File: config.mk
export PLATFORM = sky130hd
export DESIGN_NAME = bitcoin_nonce_sequencer
export DESIGN_NICKNAME = d
export VERILOG_FILES = /design/src/rtl/bitcoin_nonce_sequencer.sv
export SDC_FILE = /design/constraint.sdc
export NUM_CORES = 2
export LEC_CHECK = 0
export BUFFER_PORTS_ARGS = -buffer_cell sky130_fd_sc_hd__buf_2
export CAP_MARGIN = 20
export CELL_PAD_IN_SITES_DETAIL_PLACEMENT = 1
export CELL_PAD_IN_SITES_GLOBAL_PLACEMENT = 2
export CORE_AREA = 2 2 673 675
export CTS_CLUSTER_DIAMETER = 200
export DETAILED_ROUTE_END_ITERATION = 12
export DIE_AREA = 0 0 675 677
export PLACE_DENSITY = 0.43
export SLEW_MARGIN = 0
export SYNTH_ARGS = -nofsm -noshare
export SYNTH_HDL_FRONTEND = slang
export SYNTH_SLANG_ARGS = --single-unit
File: constraint.sdc
create_clock -name clk -period 2.22 [get_ports clk]
set_clock_uncertainty 0.1 [all_clocks]
set_input_delay 0.222 -clock clk [delete_from_list [all_inputs] [get_ports clk]]
set_output_delay 0.222 -clock clk [all_outputs]
set_load 0.02 [all_outputs]
File: src/rtl/bitcoin_nonce_sequencer.sv
// bitcoin_nonce_sequencer
// Sequences the two SHA-256 passes of a Bitcoin double hash for a range of
// nonces. The first pass runs the padded second header block from the
// supplied midstate; the second pass hashes that 256-bit digest from the
// standard IV. Each finished (nonce, hash) pair is offered on a valid/ready
// result port. The sequencer owns the core's start/done handshake and keeps
// the core input buses frozen outside SETUP.

module bitcoin_nonce_sequencer #(
    parameter int NUM_NONCES = 16
) (
    input  logic        clk,
    input  logic        reset_n,
    input  logic        start,
    input  logic [31:0] midstate           [0:7],
    input  logic [31:0] tail               [0:2],
    input  logic [31:0] nonce_base,
    output logic        done,
    output logic        core_start,
    output logic [31:0] core_input_hash    [0:7],
    output logic [31:0] core_input_message [0:15],
    input  logic        core_done,
    input  logic [31:0] core_output_hash   [0:7],
    output logic        res_valid,
    input  logic        res_ready,
    output logic [31:0] res_nonce,
    output logic [31:0] res_hash           [0:7]
);

    localparam logic [2:0] IDLE   = 3'd0;
    localparam logic [2:0] SETUP  = 3'd1;
    localparam logic [2:0] LAUNCH = 3'd2;
    localparam logic [2:0] WAIT   = 3'd3;
    localparam logic [2:0] EMIT   = 3'd4;

    localparam logic [15:0] LAST_COUNT = 16'(NUM_NONCES - 1);

    // Padding words: 80-byte header is 640 bits, the inner digest is 256 bits.
    localparam logic [31:0] PAD_ONE     = 32'h80000000;
    localparam logic [31:0] LEN_HEADER  = 32'd640;
    localparam logic [31:0] LEN_DIGEST  = 32'd256;

    localparam logic [31:0] SHA_IV [0:7] = '{
        32'h6a09e667, 32'hbb67ae85, 32'h3c6ef372, 32'ha54ff53a,
        32'h510e527f, 32'h9b05688c, 32'h1f83d9ab, 32'h5be0cd19
    };

    logic [2:0]  state;
    logic [31:0] nonce;
    logic [15:0] count;
    logic        phase;
    logic [31:0] midstate_q [0:7];
    logic [31:0] tail_q     [0:2];

    // Status and handshake strobes are pure decodes of the state register.
    assign done       = (state == IDLE);
    assign core_start = (state == LAUNCH);
    assign res_valid  = (state == EMIT);

    // Main sequencer: run latching, block construction, core handshake and result hand-off.
    always_ff @(posedge clk or negedge reset_n) begin
        if (!reset_n) begin
            state     <= IDLE;
            nonce     <= '0;
            count     <= '0;
            phase     <= 1'b0;
            res_nonce <= '0;
            for (int i = 0; i < 8; i++) begin
                res_hash[i]        <= '0;
                core_input_hash[i] <= '0;
                midstate_q[i]      <= '0;
            end
            for (int i = 0; i < 16; i++) begin
                core_input_message[i] <= '0;
            end
            for (int i = 0; i < 3; i++) begin
                tail_q[i] <= '0;
            end
        end else begin
            case (state)
                IDLE: begin
                    // A busy core would corrupt the first pass, so start waits for core_done.
                    if (start && core_done) begin
                        midstate_q <= midstate;
                        tail_q     <= tail;
                        nonce      <= nonce_base;
                        count      <= '0;
                        phase      <= 1'b0;
                        state      <= SETUP;
                    end
                end

                SETUP: begin
                    if (!phase) begin
                        core_input_message[0] <= tail_q[0];
                        core_input_message[1] <= tail_q[1];
                        core_input_message[2] <= tail_q[2];
                        core_input_message[3] <= nonce;
                        core_input_message[4] <= PAD_ONE;
                        for (int i = 5; i < 15; i++) begin
                            core_input_message[i] <= '0;
                        end
                        core_input_message[15] <= LEN_HEADER;
                        core_input_hash        <= midstate_q;
                    end else begin
                        // The core still holds the first-pass digest while it sits idle.
                        for (int i = 0; i < 8; i++) begin
                            core_input_message[i] <= core_output_hash[i];
                        end
                        core_input_message[8] <= PAD_ONE;
                        for (int i = 9; i < 15; i++) begin
                            core_input_message[i] <= '0;
                        end
                        core_input_message[15] <= LEN_DIGEST;
                        core_input_hash        <= SHA_IV;
                    end
                    state <= LAUNCH;
                end

                LAUNCH: begin
                    // core_done is still high here; WAIT starts once the core has left idle.
                    state <= WAIT;
                end

                WAIT: begin
                    if (core_done) begin
                        if (!phase) begin
                            phase <= 1'b1;
                            state <= SETUP;
                        end else begin
                            res_hash  <= core_output_hash;
                            res_nonce <= nonce;
                            state     <= EMIT;
                        end
                    end
                end

                EMIT: begin
                    if (res_ready) begin
                        if (count == LAST_COUNT) begin
                            state <= IDLE;
                        end else begin
                            nonce <= nonce + 32'd1;
                            count <= count + 16'd1;
                            phase <= 1'b0;
                            state <= SETUP;
                        end
                    end
                end

                default: begin
                    state <= IDLE;
                end
            endcase
        end
    end

endmodule

==> run_results.csv <==
group,metric,value,unit
status,status,"complete, but fails checks",
status,failed_checks,"negative setup slack",
global_routing,grt_overflow,0,
clock_tree,cts_buffers,174,
route,wl_per_cell,21.9,µm
timing,hold_viol,0,
timing,worst_pin_slew,0.705,ns
floorplan,start_util,11.1,%
pwr,p_leak,39.1,nW
place,place_ws,-0.204,ns
worst_hold_path,hold_depth,4,
place,hpwlAfterDp,233,mm
synth,ys_ff_latch,1206,
worst_setup_path,worstPathArrival,2.90,ns
place,gp_congestion,0.816,
place,port_buffers,1451,
worst_hold_path,hp-start,"tail[41]",
worst_hold_path,hp-class,"in -> reg",
floorplan,die_height,677,µm
worst_setup_path,crit_path_end_kind,"flip-flop",
synth,yosysWarnings,0,
worst_setup_path,ff2ff_path_depth,8,
timing,min_period,2.24,ns
global_routing,grt_pass1_wl,414,mm
synth,synth_edf_count,0,
final_layout,fin_area,82400,µm²
worst_setup_path,reg2reg_slack,-0.02,ns
timing,max-slew-margin-rel,53.0,%
floorplan,dieArea,457000,µm²
timing,rsz0062_at_grt,"true",
route,via_per_inst,3.33,
worst_hold_path,hold-path-endpoint,"tail_q[41]",
worst_setup_path,r2r_end,"nonce[12]",
clock_tree,htree_levels,4,
timing,finalSetupViolCount,2,
worst_setup_path,crit_required,2.88,ns
clock_tree,cts.sinks,1206,
pwr,peakVddDrop,0.000541,V
route,drcViolationCount,0,
global_routing,grt_max_degree,98,
synth,async_reset_ff_share,100,%
final_layout,drive_gt1_share,30.7,%
worst_setup_path,critPathKind,"reg -> reg",
clock_tree,clk_latency,0.87,ns
timing,setup_ws,-0.0178,ns
clock_tree,clock_tree.buffer_depth,4,
timing,period_share,101,%
floorplan,ios,1704,
route,drt-total-wl,302,mm
final_layout,final_core_util,18.3,%
timing,fmax,447,MHz
worst_setup_path,start_kind,"flip-flop",
floorplan,core_area,451000,µm²
global_routing,grtUsageTotal,12.7,%
synth,ys_seq_area_share,60.5,%
synth,synthesis.area,49900,µm²
synth,synthCells,4965,
job,drv_cap,0,
synth,syn_area_per_cell,10.0,µm²
clock_tree,clk_transition_reported_paths,0.06,ns
final_layout,final_nets,8277,
clock_tree,cts_root_buf,"clkbuf_16",
route,drtAntennaViolNets,0,
global_routing,grt_pass1_vias,50100,
synth,synth_cell_types,55,
route,dr_total_vias,45800,
final_layout,areaGrowthSynthToFinish,65.2,%
timing,slew_violations,0,
final_layout,fillers,52600,
floorplan,placementRows,247,
route,drt_iter0_markers,1742,
synth,ys.flop_type,"dfrtp_1",
place,placed_area,65300,µm²
worst_setup_path,crit_fanout,7,
floorplan,die_w,675,µm
clock_tree,cts_tree,"done",
pwr,cellPowerDensity,1370,nW/µm²
route,drt_first_pass_iters,6,
global_routing,antenna_found_initial,57,
worst_setup_path,r2r-start,"count[8]",
logic make-up after synthesis:
kind of cell             synth area share, %
AO/OA/AOI/OAI                           2.84
other                                0.00752
AND/OR/NAND/NOR                         20.9
multiplexers                            9.00
buffers and inverters                   6.47
XOR/XNOR                               0.176
flip-flops                              60.5
adder cells (fa/ha/maj)               0.0502
per-layer routing:
layer  vias to the layer above  routed length, µm  part of all wire (%)  GRT usage (%)
li1                      21000                  -                     -              -
met1                     23200             114000                    38           13.7
met2                      1213             157000                    52           23.7
met3                       398              16700                   5.5           2.91
met4                        14              13300                   4.4           5.08
met5                         -                 90                 0.030              0
flip-flops by register name (all words and copies together), names as in the netlist:
register            cells
state                   3
tail_q                 96
res_nonce              32
nonce                  32
core_input_hash       256
core_input_message    258
midstate_q            256
phase                   1
count                  16
res_hash              256
cell usage after synthesis (2+ instances only):
master	instances	area share (%)
a21oi_2	2	0.035
buf_6	2	0.045
o31ai_1	5	0.075
a31oi_1	3	0.038
clkbuf_1	248	1.9
nor3b_1	2	0.030
o21ai_0	20	0.20
mux2_2	284	6.4
a2bb2oi_1	12	0.21
o22ai_1	13	0.16
nor2_1	431	3.2
buf_1	16	0.12
xor2_1	5	0.088
nand2b_1	3	0.038
dfrtp_1	1206	61
o41ai_1	2	0.035
and4_1	7	0.12
nor4_1	2	0.025
buf_2	42	0.42
nand3b_1	122	1.8
nor3_1	142	1.4
a21o_1	4	0.060
ha_1	2	0.050
nand3_1	154	1.5
xnor2_1	5	0.088
inv_1	8	0.060
a2111oi_0	3	0.053
or4_1	6	0.090
nand2_1	1604	12
a21oi_1	165	1.7
o32ai_1	2	0.035
or2_2	2	0.025
nand4_1	15	0.19
a211oi_1	8	0.12
and3_1	10	0.13
a311oi_1	2	0.035
and2_1	5	0.063
buf_12	2	0.080
buf_4	255	3.8
mux2i_1	129	2.6
final cells by class:
cell class                 count  area (µm²)  share of cell area [%]
sequential                  1206       30200                    36.6
timing repair buffer        2802       21100                    25.6
multi-input combinational   3437       17700                    21.5
tap                         5976        7480                    9.08
clock buffer                 251        5130                    6.22
clock inverter                51         733                   0.890
antenna                       27        67.6                  0.0820
inverter                       9        33.8                  0.0410
layout by cell type, fill, tap and decap left out, types with 122 or more instances in the layout:
cell	netlist	layout
a21oi_1	165	151
buf_2	42	1444
buf_4	255	225
clkbuf_16	0	181
conb_1	1	252
dfrtp_1	1206	1202
dlygate4sd3_1	0	1036
mux2_2	284	284
mux2i_1	129	128
nand2_1	1604	1600
nand3_1	154	152
nand3b_1	122	122
nor2_1	431	426
nor3_1	142	141
worst max-delay path by stage:
| stage | startpoint | to | cells past startpoint | slack, ns |
|---|---|---|---|---|
| after floorplan | count[4] | nonce[14] | 7 | 0.03 |
| after global placement | state[2] | res_hash[9] | 6 | -0.17 |
| after detailed placement | state[2] | res_hash[70] | 6 | -0.20 |
| after CTS | state[1] | done | 4 | -0.14 |
| after global routing | state[1] | res_valid | 6 | -0.12 |
| final | count[8] | nonce[12] | 8 | -0.02 |
timing repair:
item                                    4_1_cts  5_1_grt
pin swaps                                    12       12
cloned                                        4        4
resized for setup                            41       56
hold buffers                               1041        0
hold endpoints to repair                   2114        0
setup buffers                                14       15
endpoints found under the setup margin      264       81
critical path: stages, from the launching register on:
cell and delay [ns]:
dfrtp_1 0.38, or4_4 0.56, nor4_4 0.33, buf_4 0.19, a21o_4 0.23, buf_4 0.14, buf_4 0.09, o21ai_0 0.07
o21ai_1 0.08
where the power goes:
part	leakage [nW]	internal [mW]	switching, mW
clock	2.88	17.7	11.5
combinational	21.8	15.9	29.3
sequential	14.5	31.3	6.89
total	39.1	64.9	47.6
through the flow:
stage	total power, mW	cells	setup TNS [ns]	hold slack [ns]
after global placement	82.0	12400	-24.97	0.176
after global routing	120	13700	-1.14	0.0211
after floorplan	59.3	5216	0	-0.174
after CTS	115	13700	-0.309	0.000201
after detailed placement	82.6	12400	-30.54	0.174
final	113	13800	-0.0257	0.0962
No activity file was read; power rests on OpenSTA's default activity.
